[src/rtl/frost32_iter_mul_unit_pkg.sv]
// Shared types for the Frost32 iterative multiply unit: FSM states, CPU-side
// port bundles and the counter-width helper macro.
`ifndef FROST32_ITER_MUL_UNIT_PKG_SV
`define FROST32_ITER_MUL_UNIT_PKG_SV

`define MSB_POS__FROST32_MUL_COUNTER(steps) ($clog2((steps) + 1) - 1)

package frost32_iter_mul_unit_pkg;

  typedef enum logic [1:0] {
    StMulIdle,
    StMulRun,
    StMulDone
  } mul_state_t;

  localparam int FROST32_WORD_WIDTH = 32;

  // Bundles the execute stage uses when it wires the unit into the core.
  typedef struct packed {
    logic                          start;
    logic [FROST32_WORD_WIDTH-1:0] a;
    logic [FROST32_WORD_WIDTH-1:0] b;
    logic                          is_signed;
    logic                          flush;
  } PortIn_IterMul;

  typedef struct packed {
    logic                          ready;
    logic                          busy;
    logic                          valid;
    logic [FROST32_WORD_WIDTH-1:0] result_lo;
    logic [FROST32_WORD_WIDTH-1:0] result_hi;
  } PortOut_IterMul;

endpackage

`endif

[src/rtl/frost32_iter_mul_unit_if.sv]
// Start/busy/valid handshake between the execute stage (master) and the
// iterative multiply unit (slave).
interface frost32_iter_mul_unit_if #(
  parameter int DATA_WIDTH = 32
);
  logic                  in_start;
  logic [DATA_WIDTH-1:0] in_a;
  logic [DATA_WIDTH-1:0] in_b;
  logic                  in_signed;
  logic                  in_flush;
  logic                  out_ready;
  logic                  out_busy;
  logic                  out_valid;
  logic [DATA_WIDTH-1:0] out_result_lo;
  logic [DATA_WIDTH-1:0] out_result_hi;

  modport master (
    output in_start, in_a, in_b, in_signed, in_flush,
    input  out_ready, out_busy, out_valid, out_result_lo, out_result_hi
  );

  modport slave (
    input  in_start, in_a, in_b, in_signed, in_flush,
    output out_ready, out_busy, out_valid, out_result_lo, out_result_hi
  );
endinterface

[src/rtl/frost32_mul_partial_product.sv]
// Combinational multiplicand * digit generator; the digit is BITS_PER_CYCLE
// multiplier bits, so the product never exceeds DATA_WIDTH+BITS_PER_CYCLE bits.
module frost32_mul_partial_product #(
  parameter int DATA_WIDTH     = 32,
  parameter int BITS_PER_CYCLE = 2
) (
  input  logic [DATA_WIDTH-1:0]                mcand,
  input  logic [BITS_PER_CYCLE-1:0]            digit,
  output logic [DATA_WIDTH+BITS_PER_CYCLE-1:0] product
);

  logic [DATA_WIDTH+BITS_PER_CYCLE-1:0] mcand_ext;

  assign mcand_ext = {{BITS_PER_CYCLE{1'b0}}, mcand};

  always_comb begin
    product = '0;
    for (int i = 0; i < BITS_PER_CYCLE; i++) begin
      if (digit[i]) begin
        product = product + (mcand_ext << i);
      end
    end
  end

endmodule

[src/rtl/frost32_iter_mul_unit.sv]
// Iterative shift-add multiplier retiring BITS_PER_CYCLE multiplier bits per clock.
// Define FROST32_MUL_HI_RESULT_EN to widen the accumulator and produce out_result_hi.
module frost32_iter_mul_unit
  import frost32_iter_mul_unit_pkg::*;
#(
  parameter int DATA_WIDTH     = 32,
  parameter int BITS_PER_CYCLE = 2
) (
  input  logic                   clk,
  input  logic                   rst_n,
  frost32_iter_mul_unit_if.slave bus
);

  localparam int STEPS   = DATA_WIDTH / BITS_PER_CYCLE;
  localparam int CNT_MSB = `MSB_POS__FROST32_MUL_COUNTER(STEPS);
  localparam int SHIFT_W = $clog2(2 * DATA_WIDTH);
`ifdef FROST32_MUL_HI_RESULT_EN
  localparam int ACC_W = 2 * DATA_WIDTH;
`else
  localparam int ACC_W = DATA_WIDTH;
`endif
  localparam logic [CNT_MSB:0] CNT_LOAD = (CNT_MSB + 1)'(STEPS);
  localparam logic [CNT_MSB:0] CNT_LAST = (CNT_MSB + 1)'(1);

  mul_state_t                           state;
  mul_state_t                           state_next;
  logic [DATA_WIDTH-1:0]                mcand;
  logic [DATA_WIDTH-1:0]                mplier;
  logic                                 neg_result;
  logic [ACC_W-1:0]                     acc;
  logic [ACC_W-1:0]                     acc_sum;
  logic [ACC_W-1:0]                     acc_fixed;
  logic [ACC_W-1:0]                     pp_shifted;
  logic [DATA_WIDTH+BITS_PER_CYCLE-1:0] pp;
  logic [CNT_MSB:0]                     counter;
  logic [SHIFT_W-1:0]                   shift_amt;
  logic                                 valid_q;
  logic [DATA_WIDTH-1:0]                result_lo;
  logic                                 a_neg;
  logic                                 b_neg;
  logic                                 accept;

  assign a_neg  = bus.in_signed & bus.in_a[DATA_WIDTH-1];
  assign b_neg  = bus.in_signed & bus.in_b[DATA_WIDTH-1];
  assign accept = bus.in_start & ~bus.in_flush &
                  ((state == StMulIdle) || (state == StMulDone));

  always_ff @(posedge clk or negedge rst_n) begin
    if (!rst_n) begin
      state <= StMulIdle;
    end else begin
      state <= state_next;
    end
  end

  // A flush always wins, so a squashed op can never start or report.
  always_comb begin
    state_next = state;
    case (state)
      StMulIdle: begin
        if (accept) state_next = StMulRun;
      end
      StMulRun: begin
        if (bus.in_flush)            state_next = StMulIdle;
        else if (counter == CNT_LAST) state_next = StMulDone;
      end
      StMulDone: begin
        state_next = accept ? StMulRun : StMulIdle;
      end
      default: state_next = StMulIdle;
    endcase
  end

  always_comb begin
    bus.out_ready = (state == StMulIdle) || (state == StMulDone);
    bus.out_busy  = (state == StMulRun);
  end

  frost32_mul_partial_product #(
    .DATA_WIDTH     (DATA_WIDTH),
    .BITS_PER_CYCLE (BITS_PER_CYCLE)
  ) u_partial_product (
    .mcand   (mcand),
    .digit   (mplier[BITS_PER_CYCLE-1:0]),
    .product (pp)
  );

  // Digit position follows from how many steps have already been retired.
  assign shift_amt  = SHIFT_W'((STEPS - int'(counter)) * BITS_PER_CYCLE);
  assign pp_shifted = ACC_W'(pp) << shift_amt;
  assign acc_sum    = acc + pp_shifted;
  assign acc_fixed  = neg_result ? -acc : acc;

  // Operands are stored as magnitudes; the W-bit register holds 2^(W-1) exactly.
  always_ff @(posedge clk or negedge rst_n) begin
    if (!rst_n) begin
      mcand      <= '0;
      mplier     <= '0;
      neg_result <= 1'b0;
      acc        <= '0;
      counter    <= '0;
    end else if (accept) begin
      mcand      <= a_neg ? -bus.in_a : bus.in_a;
      mplier     <= b_neg ? -bus.in_b : bus.in_b;
      neg_result <= a_neg ^ b_neg;
      acc        <= '0;
      counter    <= CNT_LOAD;
    end else if ((state == StMulRun) && !bus.in_flush) begin
      acc        <= acc_sum;
      mplier     <= mplier >> BITS_PER_CYCLE;
      counter    <= counter - 1'b1;
    end
  end

`ifdef FROST32_MUL_HI_RESULT_EN
  logic [DATA_WIDTH-1:0] result_hi;

  always_ff @(posedge clk or negedge rst_n) begin
    if (!rst_n) begin
      result_hi <= '0;
    end else if ((state == StMulDone) && !bus.in_flush) begin
      result_hi <= acc_fixed[ACC_W-1:DATA_WIDTH];
    end
  end

  assign bus.out_result_hi = result_hi;
`else
  assign bus.out_result_hi = '0;
`endif

  always_ff @(posedge clk or negedge rst_n) begin
    if (!rst_n) begin
      valid_q   <= 1'b0;
      result_lo <= '0;
    end else begin
      valid_q <= 1'b0;
      if ((state == StMulDone) && !bus.in_flush) begin
        valid_q   <= 1'b1;
        result_lo <= acc_fixed[DATA_WIDTH-1:0];
      end
    end
  end

  assign bus.out_valid     = valid_q;
  assign bus.out_result_lo = result_lo;

endmodule
[src/flat_wrapper.sv]
// flat-port wrapper written by rule: the top's interface ports become plain ports
module frost32_iter_mul_unit_flat import frost32_iter_mul_unit_pkg::*;
#(
  parameter int DATA_WIDTH     = 32,
  parameter int BITS_PER_CYCLE = 2
)
  (clk, rst_n, bus_in_start, bus_in_a, bus_in_b, bus_in_signed, bus_in_flush, bus_out_ready, bus_out_busy, bus_out_valid, bus_out_result_lo, bus_out_result_hi);
  frost32_iter_mul_unit_if #(.DATA_WIDTH(DATA_WIDTH)) bus_i ();
  input  logic clk;
  input  logic rst_n;
  input wire logic [$bits(bus_i.in_start)-1:0] bus_in_start;
  input wire logic [$bits(bus_i.in_a)-1:0] bus_in_a;
  input wire logic [$bits(bus_i.in_b)-1:0] bus_in_b;
  input wire logic [$bits(bus_i.in_signed)-1:0] bus_in_signed;
  input wire logic [$bits(bus_i.in_flush)-1:0] bus_in_flush;
  output wire logic [$bits(bus_i.out_ready)-1:0] bus_out_ready;
  output wire logic [$bits(bus_i.out_busy)-1:0] bus_out_busy;
  output wire logic [$bits(bus_i.out_valid)-1:0] bus_out_valid;
  output wire logic [$bits(bus_i.out_result_lo)-1:0] bus_out_result_lo;
  output wire logic [$bits(bus_i.out_result_hi)-1:0] bus_out_result_hi;
  assign bus_i.in_start = bus_in_start;
  assign bus_i.in_a = bus_in_a;
  assign bus_i.in_b = bus_in_b;
  assign bus_i.in_signed = bus_in_signed;
  assign bus_i.in_flush = bus_in_flush;
  assign bus_out_ready = bus_i.out_ready;
  assign bus_out_busy = bus_i.out_busy;
  assign bus_out_valid = bus_i.out_valid;
  assign bus_out_result_lo = bus_i.out_result_lo;
  assign bus_out_result_hi = bus_i.out_result_hi;
  frost32_iter_mul_unit #(.DATA_WIDTH(DATA_WIDTH), .BITS_PER_CYCLE(BITS_PER_CYCLE)) u_core (.clk(clk), .rst_n(rst_n), .bus(bus_i));
endmodule
[config.mk]
export PLATFORM = sky130hd
export DESIGN_NAME = frost32_iter_mul_unit_flat
export DESIGN_NICKNAME = d
export VERILOG_FILES = /design/src/rtl/frost32_iter_mul_unit_pkg.sv /design/src/rtl/frost32_iter_mul_unit_if.sv /design/src/rtl/frost32_mul_partial_product.sv /design/src/rtl/frost32_iter_mul_unit.sv /design/src/flat_wrapper.sv
export SDC_FILE = /design/constraint.sdc
export NUM_CORES = 1
export LEC_CHECK = 0
export CAP_MARGIN = 20
export CORE_MARGIN = 4
export CORE_UTILIZATION = 25
export DETAILED_ROUTE_END_ITERATION = 10
export SLEW_MARGIN = 20
export SYNTH_ARGS = -nofsm -noshare
export SYNTH_HDL_FRONTEND = slang
export SYNTH_SLANG_ARGS = --single-unit
[constraint.sdc]
create_clock -name clk -period 16.7 [get_ports clk]
set_clock_uncertainty 0.15 [all_clocks]
set_input_delay 3.34 -clock clk [delete_from_list [all_inputs] [get_ports clk]]
set_output_delay 3.34 -clock clk [all_outputs]
set_load 0.05 [all_outputs]
==> flow_summary_export.csv, run 1 <==
group,metric,value,unit
sta,finalHoldWorstSlack,0.326,ns
synthesis,async_flop_share,100,%
sta,hold_viol_final,0,
pwr,intPower,1300,uW
pwr,p_leak,0.00619,uW
clock_network,cts.sinks,137,
pwr,p_sw_share,52.2,%
pwr,ir_drop,0.000103,V
detailed_routing,drcViolationCount,0,
placed_design,port_buffers,103,
synthesis,syn_avg_cell_area,7.56,um2
clock_network,hold_buffers,0,
global_routing,grt-ovfl-total,0,
synthesis,synth_area_leader_cell,"dfrtp_1",
synthesis,synth_top_area_share,26.8,%
cells_and_area,finalInstanceArea,14900,um2
setup_path,cpPeakStageDelay,0.55,ns
detailed_routing,wl_per_cell,16.1,um
clock_network,numCtsBuffers,17,
clock_network,clockBufferDepth,2,
pwr,comb_power_share,63.7,%
clock_network,htree_levels,4,
detailed_routing,drtIter0Drc,949,
sta,period_share,42.8,%
sta,relSlewSlack,21.3,%
floorplan,die_height,234,um
placed_design,dp_hpwl,28.8,mm
setup_path,slowest_stage,"a211oi_1",
detailed_routing,num_vias,12200,
synthesis,synthTopCellsByArea,"dfrtp_1 (27%), nand2_1 (6.8%), xor2_1 (6.0%)",
placed_design,post_dp_cell_area,14200,um2
global_routing,antenna_found_initial,0,
floorplan,initial_core_util,25.4,%
global_routing,grt_use_total,13.8,%
placed_design,place_ws,9.65,ns
setup_path,required,16.88,ns
cells_and_area,n_fill_cell,5359,
synthesis,ys_seq_area_share,26.8,%
synthesis,yosys_most_used_dff,"dfrtp_1",
floorplan,row_count,82,
cells_and_area,nets,1841,
floorplan,die_width,234,um
sta,period_needed,7.15,ns
detailed_routing,antenna_left,0,
outcome,status,"finished, final reports clean",
job,cap_violations,0,
synthesis,yosysWarnings,0,
detailed_routing,first_pass_iters,5,
floorplan,core_region_area,50400,um2
sta,fmax,140,MHz
synthesis,synth_edf_count,0,
pwr,pwr-share-seq,21.1,%
sta,rsz0062_at_grt,"false",
sta,worstMarginPinSlew,1.18,ns
sta,fin_ws,9.55,ns
synthesis,synth-seq-cells,137,
synthesis,syn_inst,1691,
clock_network,cts-root-buf,"clkbuf_16",
setup_path,cp_max_fo,69,
sta,setup_tns,0,ns
setup_path,critPathLaunchType,"flop",
hold_path,hold_class,"reg2reg",
setup_path,end_kind,"flop",
setup_path,crit_arrival,7.34,ns
pwr,p_switching,1420,uW
clock_network,clk_latency,0.45,ns
sta,setup_violations,0,
detailed_routing,wl,38.6,mm
placed_design,gp_congestion,0.937,
setup_path,crit_type,"reg2reg",
cells_and_area,syn_to_final_growth,16.3,%
cells_and_area,drive_above_1_share,5.20,%
synthesis,mappedNetlistArea,12800,um2
clock_network,post_cts_buffers,0,
floorplan,num_io_pins,136,
cells_and_area,fin_util,29.5,%
synthesis,ys_types,87,
floorplan,die-area,54800,um2
clock_network,cts_resized,0,
global_routing,grt_max_degree,111,
global_routing,grt_pass1_wl,61.5,mm
cells_and_area,antenna_cells,0,
clock_network,cts_tree,"built",
pwr,pwr-share-clk,15.2,%
sta,drv_slew,0,
clock_network,clkTransAtPathRegs,0.07,ns
global_routing,first_global_vias,11600,
detailed_routing,vias_per_cell,5.07,
pwr,power_density,183,nW/um2
## final cells by class
type                    count  area, um2  area share (%)
flip-flops and latches    137       3430            23.1
multi-input cells        1410       8690            58.5
inverters                  35        131           0.884
repair buffers            117       1140            7.65
well taps                 672        841            5.66
clock inverters            15        204            1.37
clock buffers              17        425            2.86
## power by group through the flow
stage          Sequential, uW  Clock [uW]  Combinational (uW)
2_1_floorplan             592           0                1250
3_3_place_gp              571           0                1700
3_5_place_dp              578           0                1710
4_1_cts                   572         427                1720
5_1_grt                   592         441                1910
6_report                  574         414                1730
## layout by cell type, fill, tap and decap left out, types with 34 or more instances in the layout
cell | synthesis | layout
a21o_1 | 34 | 34
a21oi_1 | 141 | 141
clkdlybuf4s50_1 | 0 | 102
dfrtp_1 | 137 | 137
ha_1 | 53 | 53
nand2_1 | 232 | 231
nor2_1 | 160 | 159
o21ai_0 | 141 | 141
xnor2_1 | 67 | 66
xor2_1 | 87 | 86
## metal layers
metal	wire (um)	GRT usage (%)
met5	0	0
met4	899	4.77
met3	1890	1.92
met2	17800	22.4
met1	18100	18.8
## cells in the mapped netlist, types with 20 or more instances
| cell type | number |
|---|---|
| ha_1 | 53 |
| xnor2_1 | 67 |
| dfrtp_1 | 137 |
| xor2_1 | 87 |
| o21ai_0 | 141 |
| nand3_1 | 28 |
| clkbuf_1 | 84 |
| a21oi_1 | 141 |
| buf_4 | 35 |
| nor2_1 | 160 |
| a21o_1 | 34 |
| o31ai_1 | 25 |
| inv_1 | 29 |
| nand2_1 | 232 |
| and2_1 | 21 |
| nor3_1 | 31 |
| mux2i_1 | 20 |
| o21ai_1 | 24 |
| a22oi_1 | 27 |
| a31oi_1 | 33 |
## worst paths after layout
check                      cells after the start  slack, ns                           end                         start
setup / recovery                              30       9.55    u_core.acc[31]$_DFFE_PN0P_  u_core.mplier[0]$_DFFE_PN0P_
min in group asynchronous                      1       2.74   u_core.mcand[8]$_DFFE_PN0P_                         rst_n
hold reg to reg                                2       0.33  u_core.mcand[31]$_DFFE_PN0P_  u_core.mcand[31]$_DFFE_PN0P_
setup reg to reg                              30       9.55    u_core.acc[31]$_DFFE_PN0P_  u_core.mplier[0]$_DFFE_PN0P_
max in group asynchronous                      2      12.22     u_core.acc[7]$_DFFE_PN0P_                         rst_n
hold / removal                                 2       0.33  u_core.mcand[31]$_DFFE_PN0P_  u_core.mcand[31]$_DFFE_PN0P_
## per-stage QoR
step	cells	total power, uW
floorplan	1722	1840
global placement	2371	2270
detailed placement	2371	2290
CTS	2403	2720
global route	2403	2940
finish	2403	2720
## registers in the layout (all words and copies together) (netlist names)
name                      cells
u_core.bus.out_result_lo     32
u_core.mplier                32
u_core.bus.out_valid          1
u_core.neg_result             1
u_core.mcand                 32
u_core.counter                5
u_core.state                  2
u_core.acc                   32
## worst max-delay path: cells and delay by family, from the launching register on
| family | cells | cell delay, ns |
|---|---|---|
| multiplexers | 1 | 0.22 |
| adder cells (fa/ha/maj) | 3 | 0.92 |
| XOR/XNOR | 1 | 0.09 |
| flip-flops | 1 | 0.32 |
| AND/OR/NAND/NOR | 6 | 1.09 |
| AO/OA/AOI/OAI | 17 | 3.57 |
| buffers and inverters | 2 | 0.62 |
## logic make-up (layout without fill, tap and decap cells)
| group | after synthesis | in the layout | share of synthesized area (%) |
|---|---|---|---|
| multiplexers | 31 | 31 | 2.54 |
| XOR/XNOR | 154 | 154 | 10.6 |
| AO/OA/AOI/OAI | 541 | 541 | 26.6 |
| flip-flops | 137 | 137 | 26.8 |
| buffers and inverters | 175 | 184 | 6.37 |
| AND/OR/NAND/NOR | 598 | 598 | 21.7 |
| other | 1 | 32 | 0.0293 |
| adder cells (fa/ha/maj) | 54 | 54 | 5.35 |
Power figures use the tool's default switching activity.
==> inputs of run 2 (changes only) <==
==> constraint.sdc (replaced) <==
create_clock -name clk -period 6.5 [get_ports clk]
set_clock_uncertainty 0.15 [all_clocks]
set_input_delay 1.3 -clock clk [delete_from_list [all_inputs] [get_ports clk]]
set_output_delay 1.3 -clock clk [all_outputs]
set_load 0.05 [all_outputs]
==> run 2 against run 1 <==
Against the previous run: power grew to 2.7 times the previous value; register-to-register slack worse by 9.2 ns; via count is 1.9% higher; clock power increased by 140%; highest routed layer unchanged.
==> flow_summary_export.csv, run 2 (synthesized netlist as in run 1, its figures left out) <==
group,metric,value,unit
detailed_routing,highest_layer,"met4",
sta,drv_slew,0,
clock_network,cts-root-buf,"clkbuf_16",
detailed_routing,wl,39.8,mm
detailed_routing,first_pass_iters,5,
global_routing,grt_pass1_wl,63.6,mm
hold_path,hold_class,"reg2reg",
clock_network,numCtsBuffers,17,
clock_network,clkTransAtPathRegs,0.07,ns
cells_and_area,antenna_cells,0,
cells_and_area,drive_above_1_share,8.51,%
sta,setup_tns,0,ns
floorplan,initial_core_util,25.4,%
setup_path,crit_arrival,6.31,ns
floorplan,die_width,234,um
floorplan,num_io_pins,136,
cells_and_area,n_fill_cell,5340,
clock_network,htree_levels,4,
outcome,status,"finished, final reports clean",
sta,setup_violations,0,
floorplan,die-area,54800,um2
global_routing,antenna_found_initial,0,
floorplan,row_count,82,
detailed_routing,num_vias,12400,
sta,fmax,163,MHz
clock_network,clk_latency,0.45,ns
cells_and_area,syn_to_final_growth,19.4,%
setup_path,rrSetupSlack,0.37,ns
placed_design,placed_cells,2398,
placed_design,dp_hpwl,30.1,mm
global_routing,grt-ovfl-total,0,
global_routing,grt_use_total,14.3,%
detailed_routing,drcViolationCount,0,
pwr,p_leak,0.00635,uW
pwr,p_total,7230,uW
pwr,ir_drop,0.000193,V
pwr,power_density,474,nW/um2
global_routing,grt_max_degree,138,
sta,period_needed,6.13,ns
cells_and_area,stdcell_count,2435,
placed_design,gp_congestion,0.904,
sta,period_share,94.3,%
clock_network,cts_tree,"built",
detailed_routing,wl_per_cell,16.3,um
cells_and_area,nets,1873,
clock_network,hold_buffers,0,
sta,finalHoldWorstSlack,0.333,ns
detailed_routing,dr_wl_met2,18.6,mm
floorplan,die_height,234,um
setup_path,crit_type,"reg2reg",
cells_and_area,fin_util,30.3,%
sta,worstMarginPinSlew,1.11,ns
job,cap_violations,0,
floorplan,core_region_area,50400,um2
setup_path,critPathLaunchType,"flop",
detailed_routing,vias_per_cell,5.10,
sta,relSlewSlack,25.9,%
setup_path,slowest_stage,"ha_1",
detailed_routing,wl_met1,18.6,mm
global_routing,first_global_vias,11800,
clock_network,clockBufferDepth,2,
detailed_routing,wl_met3,1.76,mm
cells_and_area,layout.cells.most_common,"nand2_1",
setup_path,end_kind,"flop",
setup_path,cpPeakStageDelay,0.48,ns
placed_design,port_buffers,103,
setup_path,cp_max_fo,45,
setup_path,required,6.68,ns
detailed_routing,antenna_left,0,
sta,hold_viol_final,0,
detailed_routing,drtIter0Drc,843,
hold_path,min_path_cells,2,
clock_network,cts.sinks,137,
cells_and_area,mostFrequentLayoutCells,"nand2_1 (231), nor2_1 (158), o21ai_0 (140)",
setup_path,reg2reg_depth,26,
==> run 2: cell types whose count changed in the layout (fill, tap and decap cells not counted), sizes merged <==
cell	change
buf	+32
bufinv	-2
clkinv	+2
==> run 2: metal layers <==
layer / up-vias / GRT usage, %
met1: 5951 / 19.4
met4: 0 / 4.83
met2: 294 / 23.2
met5: - / 0
met3: 45 / 2.39
li1: 6126 / -
==> run 2: repair_timing <==
item | CTS | global route
resized for setup | 0 | 36
buffers inserted | 0 | 5
setup endpoints to repair | 0 | 4
==> run 2: per-stage QoR <==
step | area, um2 | worst slack [ns]
CTS | 15000 | 0.207
finish | 15300 | 0.371
detailed placement | 14500 | 0.249
global placement | 14500 | 0.399
floorplan | 12900 | 0.0814
global route | 15300 | -0.0237
==> run 2: report_power, final <==
group	switching (uW)	internal [uW]
Combinational	3030	1790
Sequential	318	1110
Clock	451	540
==> run 2: final timing paths <==
kind | startpoint | to
worst min-delay path | u_core.mplier[31]$_DFFE_PN0P_ | u_core.mplier[31]$_DFFE_PN0P_
max in group asynchronous | rst_n | u_core.bus.out_result_lo[3]$_DFFE_PN0P_
min in group asynchronous | rst_n | u_core.mcand[9]$_DFFE_PN0P_
worst min register to register | u_core.mplier[31]$_DFFE_PN0P_ | u_core.mplier[31]$_DFFE_PN0P_
worst max-delay path | u_core.mplier[0]$_DFFE_PN0P_ | u_core.acc[31]$_DFFE_PN0P_
worst max register to register | u_core.mplier[0]$_DFFE_PN0P_ | u_core.acc[31]$_DFFE_PN0P_
==> run 2: layout make-up <==
class | count | area, um2 | share of cell area [%]
timing repair buffer | 149 | 1410 | 9.22
multi-input combinational | 1410 | 8870 | 58.1
sequential | 137 | 3430 | 22.5
tap | 672 | 841 | 5.51
clock buffer | 17 | 425 | 2.79
clock inverter | 15 | 158 | 1.03
inverter | 35 | 131 | 0.861
==> run 2: worst max-delay path: cells and delay by family (launching register included) <==
| family | cells | cell delay, ns |
|---|---|---|
| xor gates and xnor gates | 1 | 0.23 |
| buffers and inverters | 3 | 0.48 |
| adders and majority gates | 2 | 0.74 |
| and+or+nand+nor | 8 | 1.68 |
| DFF | 1 | 0.40 |
| AOI/OAI and AO/OA | 10 | 1.78 |
| muxes | 2 | 0.51 |
==> inputs of run 3 (changes only) <==
--- a/config.mk
+++ b/config.mk
@@ -6,10 +6,14 @@
 export NUM_CORES = 1
 export LEC_CHECK = 0
 export CAP_MARGIN = 20
+export CELL_PAD_IN_SITES_DETAIL_PLACEMENT = 1
+export CELL_PAD_IN_SITES_GLOBAL_PLACEMENT = 2
 export CORE_MARGIN = 4
 export CORE_UTILIZATION = 25
+export CTS_CLUSTER_SIZE = 8
 export DETAILED_ROUTE_END_ITERATION = 10
-export SLEW_MARGIN = 20
+export PLACE_DENSITY_LB_ADDON = 0.1
+export SLEW_MARGIN = 30
 export SYNTH_ARGS = -nofsm -noshare
 export SYNTH_HDL_FRONTEND = slang
 export SYNTH_SLANG_ARGS = --single-unit
==> run 3 against run 2 <==
Against the previous run: setup slack worse by 0.012 ns; flip-flop and latch count unchanged; critical path type unchanged; cell count up 0.74%; clock power up 18%; power up 5.8%; core utilization up 0.57 points; via count down 0.15%; cell area up 1.9%.
==> flow_summary_export.csv, run 3 (synthesized netlist as in run 1, its figures left out) <==
group,metric,value,unit
clock_network,clockBufferDepth,2,
job,cap_violations,0,
detailed_routing,wl_met3,1.18,mm
setup_path,timing.rr.start,"u_core.mplier[0]$_DFFE_PN0P_",
setup_path,crit_arrival,6.36,ns
detailed_routing,vias_per_cell,5.05,
cells_and_area,fin_util,30.9,%
cells_and_area,mostFrequentLayoutCells,"nand2_1 (231), nor2_1 (158), o21ai_0 (139)",
floorplan,num_io_pins,136,
detailed_routing,num_vias,12400,
global_routing,grt_use_total,16.6,%
clock_network,htree_levels,4,
clock_network,clkTransAtPathRegs,0.07,ns
placed_design,port_buffers,103,
detailed_routing,wl_met1,22.1,mm
detailed_routing,drcViolationCount,0,
setup_path,end_kind,"flop",
detailed_routing,wl,45.2,mm
sta,period_share,94.5,%
setup_path,cpPeakStageDelay,0.46,ns
setup_path,endpoint,"u_core.acc[31]$_DFFE_PN0P_",
detailed_routing,drtIter0Drc,552,
sta,worstMarginPinSlew,0.927,ns
sta,drv_slew,0,
detailed_routing,antenna_left,0,
placed_design,dp_hpwl,34.4,mm
pwr,power_density,492,nW/um2
placed_design,place_ws,0.0740,ns
setup_path,slowest_stage,"dfrtp_2",
detailed_routing,dr_wl_met2,20.9,mm
pwr,p_leak,0.00651,uW
cells_and_area,n_fill_cell,6073,
detailed_routing,highest_layer,"met4",
setup_path,crit_type,"reg2reg",
detailed_routing,wl_per_cell,18.4,um
floorplan,row_count,82,
sta,fin_ws,0.360,ns
floorplan,die_width,234,um
global_routing,grt_max_degree,138,
sta,hold_viol_final,0,
sta,setup_violations,0,
clock_network,cts.sinks,137,
pwr,ir_drop,0.000249,V
clock_network,hold_buffers,0,
pwr,p_total,7650,uW
sta,fmax,163,MHz
setup_path,rrSetupSlack,0.36,ns
detailed_routing,first_pass_iters,5,
setup_path,r2r-end,"u_core.acc[31]$_DFFE_PN0P_",
outcome,status,"finished, final reports clean",
cells_and_area,syn_to_final_growth,21.6,%
global_routing,antenna_found_initial,0,
sta,period_needed,6.14,ns
cells_and_area,antenna_cells,0,
cells_and_area,nets,1892,
placed_design,post_dp_cell_area,14600,um2
floorplan,die_height,234,um
floorplan,die-area,54800,um2
setup_path,critPathLaunchType,"flop",
setup_path,crit_start,"u_core.mplier[0]$_DFFE_PN0P_",
global_routing,grt_pass1_wl,72.5,mm
cells_and_area,layout.cells.most_common,"nand2_1",
global_routing,first_global_vias,12600,
placed_design,gp_congestion,0.812,
clock_network,cts_tree,"built",
clock_network,numCtsBuffers,17,
setup_path,required,6.72,ns
floorplan,core_region_area,50400,um2
cells_and_area,finalInstanceArea,15500,um2
clock_network,clk_latency,0.48,ns
sta,relSlewSlack,37.7,%
cells_and_area,drive_above_1_share,9.99,%
setup_path,cp_max_fo,8,
clock_network,cts-root-buf,"clkbuf_16",
setup_path,reg2reg_depth,31,
floorplan,initial_core_util,25.4,%
hold_path,hold_class,"reg2reg",
global_routing,grt-ovfl-total,0,
-- run 3: cell count changes in the layout (fill, tap and decap cells not counted), sizes merged --
cell	change
bufinv	+5
inv	-5
buf	+19
clkinvlp	-3
clkinv	-2
clkbuf	+4
-- run 3: per-stage QoR --
stage | setup TNS [ns] | cells | hold WS, ns
global route | -0.0554 | 2453 | 0.349
global placement | 0 | 2413 | 0.306
CTS | 0 | 2444 | 0.337
finish | 0 | 2453 | 0.328
floorplan | 0 | 1722 | 0.296
detailed placement | 0 | 2413 | 0.321
-- run 3: repair_timing --
action | in CTS | in global routing
hold endpoints to repair | 0 | 0
resized for setup | 0 | 44
endpoints found under the setup margin | 0 | 6
buffers inserted | 0 | 9
-- run 3: power breakdown --
group | switching, uW | internal, uW | total, uW
Sequential | 315 | 1110 | 1430
Combinational | 3180 | 1880 | 5060
Clock | 426 | 740 | 1170
-- run 3: final cells by class --
cell class	instances	area, um2	area share (%)
clock buffers	21	460	2.96
inverters	35	131	0.845
well taps	672	841	5.41
clock inverters	10	214	1.38
repair buffers	168	1560	10.0
flip-flops and latches	137	3430	22.1
multi-input cells	1410	8910	57.3
-- run 3: routing by layer --
metal | vias to the layer above | track usage [%]
li1 | 6153 | -
met1 | 6047 | 23.0
met2 | 157 | 26.5
met3 | 40 | 2.53
met4 | 0 | 5.79
met5 | - | 0
-- run 3: worst max-delay path: cells and delay by family, from the launching register on --
family / cells / cell delay, ns
flip-flops: 1 / 0.46
XOR/XNOR: 2 / 0.30
multiplexers: 3 / 0.56
AO/OA/AOI/OAI: 17 / 3.33
buffers and inverters: 3 / 0.37
adder cells (fa/ha/maj): 2 / 0.50
AND/OR/NAND/NOR: 4 / 0.36
-- run 3: how the worst min path moves through the flow --
stage	from	end	slack (ns)	cells after the start
4_1_cts	u_core.mcand[31]$_DFFE_PN0P_	u_core.mcand[31]$_DFFE_PN0P_	0.34	2
3_5_place_dp	u_core.mcand[31]$_DFFE_PN0P_	u_core.mcand[31]$_DFFE_PN0P_	0.32	2
2_1_floorplan	u_core.mcand[31]$_DFFE_PN0P_	u_core.mcand[31]$_DFFE_PN0P_	0.30	2
3_3_place_gp	u_core.neg_result$_DFFE_PN0P_	u_core.neg_result$_DFFE_PN0P_	0.31	2
5_1_grt	u_core.mcand[31]$_DFFE_PN0P_	u_core.mcand[31]$_DFFE_PN0P_	0.35	2
6_report	u_core.neg_result$_DFFE_PN0P_	u_core.neg_result$_DFFE_PN0P_	0.33	2
